$ cat config.mk
export PLATFORM = sky130hd
export DESIGN_NAME = fft_out_serializer
export DESIGN_NICKNAME = d
export VERILOG_FILES = /design/src/rtl/fft_pkg.sv /design/src/rtl/fft_sample_buf.sv /design/src/rtl/fft_out_serializer.sv
export SDC_FILE = /design/constraint.sdc
export NUM_CORES = 2
export LEC_CHECK = 0
export CORE_AREA = 2 2 365 367
export CTS_CLUSTER_SIZE = 8
export DETAILED_ROUTE_END_ITERATION = 12
export DIE_AREA = 0 0 367 369
export GPL_ROUTABILITY_DRIVEN = 0
export GPL_TIMING_DRIVEN = 0
export PLACE_DENSITY_LB_ADDON = 0.08
export SLEW_MARGIN = 20
export SYNTH_ARGS = -nofsm -noshare
export SYNTH_HDL_FRONTEND = slang
export SYNTH_HIERARCHICAL = 1
export SYNTH_SLANG_ARGS = --single-unit
$ cat constraint.sdc
create_clock -name clk -period 7.3 [get_ports clk]
set_input_delay 1.46 -clock clk [delete_from_list [all_inputs] [get_ports clk]]
set_output_delay 1.46 -clock clk [all_outputs]
set_load 0.02 [all_outputs]
$ cat src/rtl/fft_pkg.sv
// Shared definitions for the FFT output path.
//   N, W, AW : transform length, sample width, sample address width
//   state_e  : serializer controller states
//   bitrev   : AW-bit address bit reversal (also used by the FFT core address generator)
package fft_pkg;

  localparam int unsigned N  = 64;
  localparam int unsigned W  = 16;
  localparam int unsigned AW = 6;

  typedef enum logic [1:0] {
    IDLE  = 2'd0,
    FILL  = 2'd1,
    DRAIN = 2'd2
  } state_e;

  function automatic logic [AW-1:0] bitrev(input logic [AW-1:0] a);
    logic [AW-1:0] r;
    r = '0;
    for (int unsigned i = 0; i < AW; i++) begin
      r[i] = a[AW-1-i];
    end
    return r;
  endfunction

endpackage

$ cat src/rtl/fft_sample_buf.sv
// Sample buffer for the FFT output serializer.
// N x 2W register file, no reset (contents are don't-care until written).
//   clk                      : rising-edge clock
//   we                       : write enable for both lanes
//   wr_pair                  : beat index k; lane0 -> addr 2k, lane1 -> addr 2k+1
//   wr_re0/wr_im0            : lane0 sample
//   wr_re1/wr_im1            : lane1 sample
//   rd_addr                  : combinational read address
//   rd_re/rd_im              : sample at rd_addr
module fft_sample_buf
  import fft_pkg::*;
#(
  parameter int unsigned N  = fft_pkg::N,
  parameter int unsigned W  = fft_pkg::W,
  parameter int unsigned AW = fft_pkg::AW
) (
  input  logic          clk,
  input  logic          we,
  input  logic [AW-2:0] wr_pair,
  input  logic [W-1:0]  wr_re0,
  input  logic [W-1:0]  wr_im0,
  input  logic [W-1:0]  wr_re1,
  input  logic [W-1:0]  wr_im1,
  input  logic [AW-1:0] rd_addr,
  output logic [W-1:0]  rd_re,
  output logic [W-1:0]  rd_im
);

  logic [W-1:0] mem_re [N];
  logic [W-1:0] mem_im [N];

  always_ff @(posedge clk) begin
    if (we) begin
      mem_re[{wr_pair, 1'b0}] <= wr_re0;
      mem_im[{wr_pair, 1'b0}] <= wr_im0;
      mem_re[{wr_pair, 1'b1}] <= wr_re1;
      mem_im[{wr_pair, 1'b1}] <= wr_im1;
    end
  end

  always_comb begin
    rd_re = mem_re[rd_addr];
    rd_im = mem_im[rd_addr];
  end

endmodule

$ cat src/rtl/fft_out_serializer.sv
// FFT output serializer: captures one burst of N/2 dual-lane beats from the FFT core
// and replays the N samples one per cycle over valid/ready.
//   clk, nrst                : clock, asynchronous active-high reset
//   in_valid, in_re0/im0,
//   in_re1/im1               : FFT beat (samples 2k and 2k+1), no backpressure
//   out_valid, out_ready     : serial handshake
//   out_re, out_im, out_idx  : serial sample and its frequency index
//   out_last                 : marks index N-1
//   busy                     : capturing or replaying a burst
//   overflow                 : sticky, a beat arrived while replaying
// Build option: BITREV_EN reads the buffer at bitrev(drain counter) so a
// bit-reversed-order core produces natural-order output.
module fft_out_serializer
  import fft_pkg::*;
#(
  parameter int unsigned N  = fft_pkg::N,
  parameter int unsigned W  = fft_pkg::W,
  parameter int unsigned AW = fft_pkg::AW
) (
  input  logic          clk,
  input  logic          nrst,
  input  logic          in_valid,
  input  logic [W-1:0]  in_re0,
  input  logic [W-1:0]  in_im0,
  input  logic [W-1:0]  in_re1,
  input  logic [W-1:0]  in_im1,
  output logic          out_valid,
  input  logic          out_ready,
  output logic [W-1:0]  out_re,
  output logic [W-1:0]  out_im,
  output logic [AW-1:0] out_idx,
  output logic          out_last,
  output logic          busy,
  output logic          overflow
);

  localparam logic [AW-2:0] FILL_LAST  = '1;
  localparam logic [AW-1:0] DRAIN_LAST = '1;

  state_e        state_q,     state_d;
  logic [AW-2:0] fill_cnt_q,  fill_cnt_d;
  logic [AW-1:0] drain_cnt_q, drain_cnt_d;
  logic          overflow_q,  overflow_d;

  logic          wr_en;
  logic [AW-1:0] rd_addr;
  logic [W-1:0]  rd_re;
  logic [W-1:0]  rd_im;

  // Every beat outside DRAIN is taken; in IDLE the fill counter is zero so the
  // first beat lands at addresses 0/1.
  assign wr_en = in_valid && (state_q != DRAIN);

  always_comb begin
`ifdef BITREV_EN
    rd_addr = bitrev(drain_cnt_q);
`else
    rd_addr = drain_cnt_q;
`endif
  end

  fft_sample_buf #(
    .N  (N),
    .W  (W),
    .AW (AW)
  ) u_buf (
    .clk     (clk),
    .we      (wr_en),
    .wr_pair (fill_cnt_q),
    .wr_re0  (in_re0),
    .wr_im0  (in_im0),
    .wr_re1  (in_re1),
    .wr_im1  (in_im1),
    .rd_addr (rd_addr),
    .rd_re   (rd_re),
    .rd_im   (rd_im)
  );

  always_ff @(posedge clk or posedge nrst) begin
    if (nrst) begin
      state_q     <= IDLE;
      fill_cnt_q  <= '0;
      drain_cnt_q <= '0;
      overflow_q  <= 1'b0;
    end else begin
      state_q     <= state_d;
      fill_cnt_q  <= fill_cnt_d;
      drain_cnt_q <= drain_cnt_d;
      overflow_q  <= overflow_d;
    end
  end

  always_comb begin
    state_d     = state_q;
    fill_cnt_d  = fill_cnt_q;
    drain_cnt_d = drain_cnt_q;
    overflow_d  = overflow_q;
    unique case (state_q)
      IDLE: begin
        if (in_valid) begin
          fill_cnt_d = (AW-1)'(1);
          state_d    = FILL;
        end
      end
      FILL: begin
        if (in_valid) begin
          if (fill_cnt_q == FILL_LAST) begin
            fill_cnt_d = '0;
            state_d    = DRAIN;
          end else begin
            fill_cnt_d = fill_cnt_q + 1'b1;
          end
        end
      end
      DRAIN: begin
        // out_valid is 1 throughout DRAIN, so out_ready alone is the handshake.
        if (in_valid) begin
          overflow_d = 1'b1;
        end
        if (out_ready) begin
          if (drain_cnt_q == DRAIN_LAST) begin
            drain_cnt_d = '0;
            state_d     = IDLE;
          end else begin
            drain_cnt_d = drain_cnt_q + 1'b1;
          end
        end
      end
      default: begin
        state_d     = IDLE;
        fill_cnt_d  = '0;
        drain_cnt_d = '0;
      end
    endcase
  end

  always_comb begin
    out_valid = (state_q == DRAIN);
    out_last  = out_valid && (drain_cnt_q == DRAIN_LAST);
    out_idx   = drain_cnt_q;
    out_re    = out_valid ? rd_re : '0;
    out_im    = out_valid ? rd_im : '0;
    busy      = (state_q != IDLE);
    overflow  = overflow_q;
  end

endmodule
* Word level (Yosys, flattened, before mapping)
Memories as Yosys holds them, arrays and structs flattened. Cells that the tools add are included.
Word-level totals: logic and storage cells 46, output and inout bits 42, memory bits (read-only) 0, register bits 14, latch bits 0, RAM bits 2048, memories kept 2, input bits 68
Memory list:
- u_buf.mem_im | words 64, bits a word 16, rd ports 1, clocked after memory_dff 0, wr ports 2, RTL line fft_sample_buf.sv:30 | logic [W-1:0] mem_im [N];
- u_buf.mem_re | words 64, bits a word 16, rd ports 1, clocked after memory_dff 0, wr ports 2, RTL line fft_sample_buf.sv:29 | logic [W-1:0] mem_re [N];
Cells by class: reductions and logical operators 9, bitwise logic cells 2, magnitude comparators 0, add/sub/neg operators 2, div/mod/pow operators 0, eq/ne operators 10, mux-type cells 17, shift-type cells 0, multiply operators 0
Operators with widths (count):
- 2-to-1 mux 16 bit | 2
- 2-to-1 mux 5 bit | 3
- one-hot mux 5 bit (3 select lines) | 1
- 2-to-1 mux 6 bit | 2
- one-hot mux 6 bit (2 select lines) | 1
- 2-to-1 mux 2 bit | 5
- != test 2 bit (second input constant) | 4
- adder 6 x 1 -> 6 bit (second input constant) | 1
- equality test 6 bit (second input constant) | 1
- one-hot mux 2 bit (3 select lines) | 1
- adder 5 x 1 -> 5 bit (second input constant) | 1
- equality test 5 bit (second input constant) | 1
- AND reduction 5 bit | 1
- != test 2 x 1 -> 1 bit (second input constant) | 2
- AND reduction 2 bit | 2
- AND reduction 3 bit | 1
- equality test 2 x 1 -> 1 bit (second input constant) | 1
- equality test 2 bit (second input constant) | 1
- logical AND 1 bit | 2
- logical NOT 2 bit | 1
- 2-to-1 mux 1 bit | 2
- NOT 1 bit | 2
- nonzero test 2 bit | 1
- OR reduction 2 bit | 1

* Logic depth before layout (Yosys ltp)
word-level depth 4, mapped depth 10, gate-level depth less buffers 6

* Cells and area by module
The synthesis kept the hierarchy.
Modules (own cells, without submodules):
- fft_sample_buf | sequential area each 61499.0 sq um, cells each 3221, times used 1, area an instance 77296.6 sq um
- fft_out_serializer | sequential area each 350.3 sq um, cells each 125, times used 1, area an instance 1048.5 sq um

* Worst setup path after synthesis
OpenSTA, ideal clock, no wires.
kind input to register, start in in_valid, end mem u_buf.mem_im[48][0] (enable), required time 6.813 ns, library setup time 0.487 ns, data arrival time 5.021 ns, cell stages on the path 5, buffers on the path 1, slack 1.793 ns, path through inv_1 nor2_1 or3b_2 clkbuf_1 nor2_1
RTL lines:
- from (decl) | RTL line fft_out_serializer.sv:22 | input logic in_valid,
- to (decl) | RTL line fft_sample_buf.sv:30

* Worst setup path after layout
start reg drain_cnt_q[1] (netlist: out_idx[1]), end out out_re[7]
Between the ends: word-level cells in the longest chain between the ends 2
RTL lines:
- from (decl) | RTL line fft_out_serializer.sv:42 | logic [AW-1:0] drain_cnt_q, drain_cnt_d;
- from (signal assigned) | RTL line fft_out_serializer.sv:88 | drain_cnt_q <= drain_cnt_d;
- memory (64 x 16 bit)
- net rd_re[7] | RTL line fft_out_serializer.sv:47 | logic [W-1:0] rd_re;
- 2-to-1 mux 16 bit | RTL line fft_out_serializer.sv:141 | out_re = out_valid ? rd_re : '0;
- to (decl) | RTL line fft_out_serializer.sv:29 | output logic [W-1:0] out_re,
The timed path passes the listed nets, and every way through them passes these cells.

==> results.yml <==
power_and_ir_drop:
  power.density_nw_per_um2: 311.7
  power_frac_comb_pct: 10.1
  peakVddDrop_mv: 0.2381
  p_sw_share_pct: 23.05
  leakagePower_uw: 0.02847
  pwr-share-clk_pct: 41.9
  p_int_uw: 22040
  finalPower_uw: 28640
  p_sw_uw: 6603
  p_seq_share_pct: 47.9
critical_path:
  cp.required_ps: 5840
  crit_buf_inv: 4
  critPathLaunchType: "flip-flop"
  cpLargestDelayFamily: "buffers and inverters"
  reg2reg_setup_slack_ps: 3230
  max_stage_delay_ps: 830
  arrival_ps: 5790
  worstPathCellList: "buf_4 -> buf_4 -> clkbuf_1 -> nand3_2 -> o221ai_1 -> a21oi_1 -> a21oi_1 -> a221oi_1 -> and2_1 -> clkdlybuf4s50_1"
  cp_slowest_cell: "clkbuf_1"
  critPathKind: "reg2out"
  path_max_fanout: 10
  crit_path_end_kind: "output pin"
layout:
  final_cell_mix: "edfxtp_1 (2048), mux4_2 (512), clkbuf_16 (312)"
  fin_nets: 3935
  fillCellCount: 7787
  fin_cells: 5652
  drive_above_1_share_pct: 29.76
  multi_input_area_um2: 15720
  regArea_um2: 61850
  areaGrowthSynthToFinish_pct: 17.29
  layout_commonest_cell: "edfxtp_1"
synthesis:
  yosys.cell_types.count: 51
  syn_area_per_cell_um2: 23.41
  yosys.area.top_type_share_pct: 78.50
  synth_area_leaders: "edfxtp_1 (78%), mux4_2 (15%), a221oi_1 (0.72%), a22o_1 (0.67%), o22ai_1 (0.58%)"
  ys.flop_type: "edfxtp_1"
  synth_largest_area_cell: "edfxtp_1"
  async_reset_ff_share_pct: 0.6790
  syn_nets: 3417
  syn_inst: 3346
  synth_seq_cells: 2062
  synth-edff-count: 2048
  syn-cell-area_um2: 78350
  ys.warnings.count: 6
  ys_seq_area_share_pct: 78.94
route:
  avgRoutedWirePerCell_um: 38.49
  viasPerCell: 7.135
  postRouteAntennaNets: 0
  vias: 40327
  postRouteWirelength_um: 217500
  first_pass_iters: 7
  drc: 0
  first_iter_violations: 6071
cts:
  clkLatencyLatePin_ps: 910
  path_clk_slew_ps: 50
  hold_buffers: 0
  root_buffer: "clkbuf_16"
  cts_tree: "done"
  numClockSinks: 2062
  clk_path_buf_depth: 4
  numCtsBuffers: 307
  htree_levels: 5
  post_cts_buffers: 0
floorplan:
  die_x_um: 367
  pin_count: 110
  die_h_um: 369
  rows: 133
  coreArea_um2: 131100
  die-area_um2: 135400
  start_util_pct: 59.75
sta:
  setup_viol: 0
  finalHoldViolCount: 0
  tns_ps: 0
  tightestPinTransition_ps: 1300
  rsz0062_at_grt: "false"
  finalCriticalPeriod_ps: 7251
  drv_slew: 0
  fin_crit_sh_pct: 99.33
  fmax_mhz: 137.9
  slew_headroom_pct: 13.35
  fin_skew_ps: 33.16
placed_design:
  port_buffers: 108
  dp_hpwl_um: 139900
  placed_cells: 5310
global_route:
  overflow: 0
  grt_max_degree: 33
  grt_pass1_vias: 41126
  grt_pass1_wl_um: 304800
  grt_util_all_layers_pct: 32.70
  antenna_found_initial: 8
job:
  drv_cap: 0
hold_path:
  min_path_type: "reg2reg"
status:
  status: "finished, final reports clean"
-- sequential cells by signal (all words and copies together), names as in the netlist --
signal        count
out_idx           6
overflow          1
u_buf/mem_im   1024
state_q           2
u_buf/mem_re   1024
fill_cnt_q        5
-- final cells by class --
class,count,share of cell area [%]
tap,1755,2.390
inverter,5,0.02042
clock buffer,331,8.574
buffer,186,1.136
antenna,6,0.01634
clock inverter,5,0.05038
multi-input combinational,1092,17.11
sequential,2062,67.31
timing repair buffer,210,3.400
-- worst paths after layout --
| path | startpoint | to | depth (start not counted) |
|---|---|---|---|
| min | overflow | overflow | 1 |
| max reg2reg | state_q[1] | u_buf/mem_im[62][14] | 9 |
| min in group asynchronous | nrst | overflow | 2 |
| min reg2reg | overflow | overflow | 1 |
| max | out_idx[1] | out_re[7] | 10 |
| max in group asynchronous | nrst | out_idx[0] | 2 |
-- synth_stat cells, types with 17 or more instances --
cell type and count:
edfxtp_1 2048, mux2i_1 34, buf_2 38, o22ai_1 73, a221oi_1 64, a21oi_1 53, and2_1 35, o221ai_1 20
nor2_1 77, nand3_1 17, a22o_1 60, mux4_2 512, clkbuf_1 76, a22oi_1 29, buf_4 46
-- through the flow --
stage / area, µm² / util [%] / hold slack, ps / setup slack, ps
after floorplan: 78350 / - / 548.4 / 1793
after global placement: 81620 / 62.24 / 440.1 / -1887
after detailed placement: 84060 / 64.10 / 458.8 / 781.0
after CTS: 91990 / 70.15 / 466.8 / 37.60
after global routing: 91880 / 70.06 / 492.5 / 3.888
final: 91890 / 70.08 / 459.0 / 48.91
-- power groups by stage --
stage          clock [µW]  sequential [µW]  combinational (µW)
4_1_cts             12100            13700                2860
5_1_grt             12600            13700                3000
2_1_floorplan           0            13900                1430
6_report            12000            13700                2900
3_3_place_gp            0            14000                2540
3_5_place_dp            0            13900                2840
-- logic make-up (layout without fill, tap and decap cells) --
kind of cell,count (synthesis),after routing,share of synthesized area (%)
compound gates,340,340,3.199
fa+ha+maj,3,3,0.04792
buf+inv,192,737,1.316
flops,2062,2062,78.94
mux,546,546,15.15
other cells,0,6,0
simple gates,203,203,1.340
-- worst reg2reg max path, cell delays in order (launching register included) --
cell and delay (ps):
dfrtp_1 420, nand2b_2 160, inv_2 70, buf_6 190
buf_2 370, nor2_1 330, nand3_1 710, nor2_4 980
buf_12 310, buf_16 200
-- repair_timing --
action / 4_1_cts / 5_1_grt
setup endpoints to repair: 8 / 2
gates resized for setup: 3 / 12
pin swaps: 1 / 0
-- routing by layer --
| metal | vias up | track usage [%] | wire length (µm) |
|---|---|---|---|
| li1 | 15462 | - | - |
| met1 | 21474 | 46.29 | 80090 |
| met2 | 2955 | 50.26 | 102800 |
| met3 | 434 | 8.985 | 27450 |
| met4 | 2 | 10.87 | 7188 |
| met5 | - | 0 | 15 |
No activity file was read; power rests on OpenSTA's default activity.
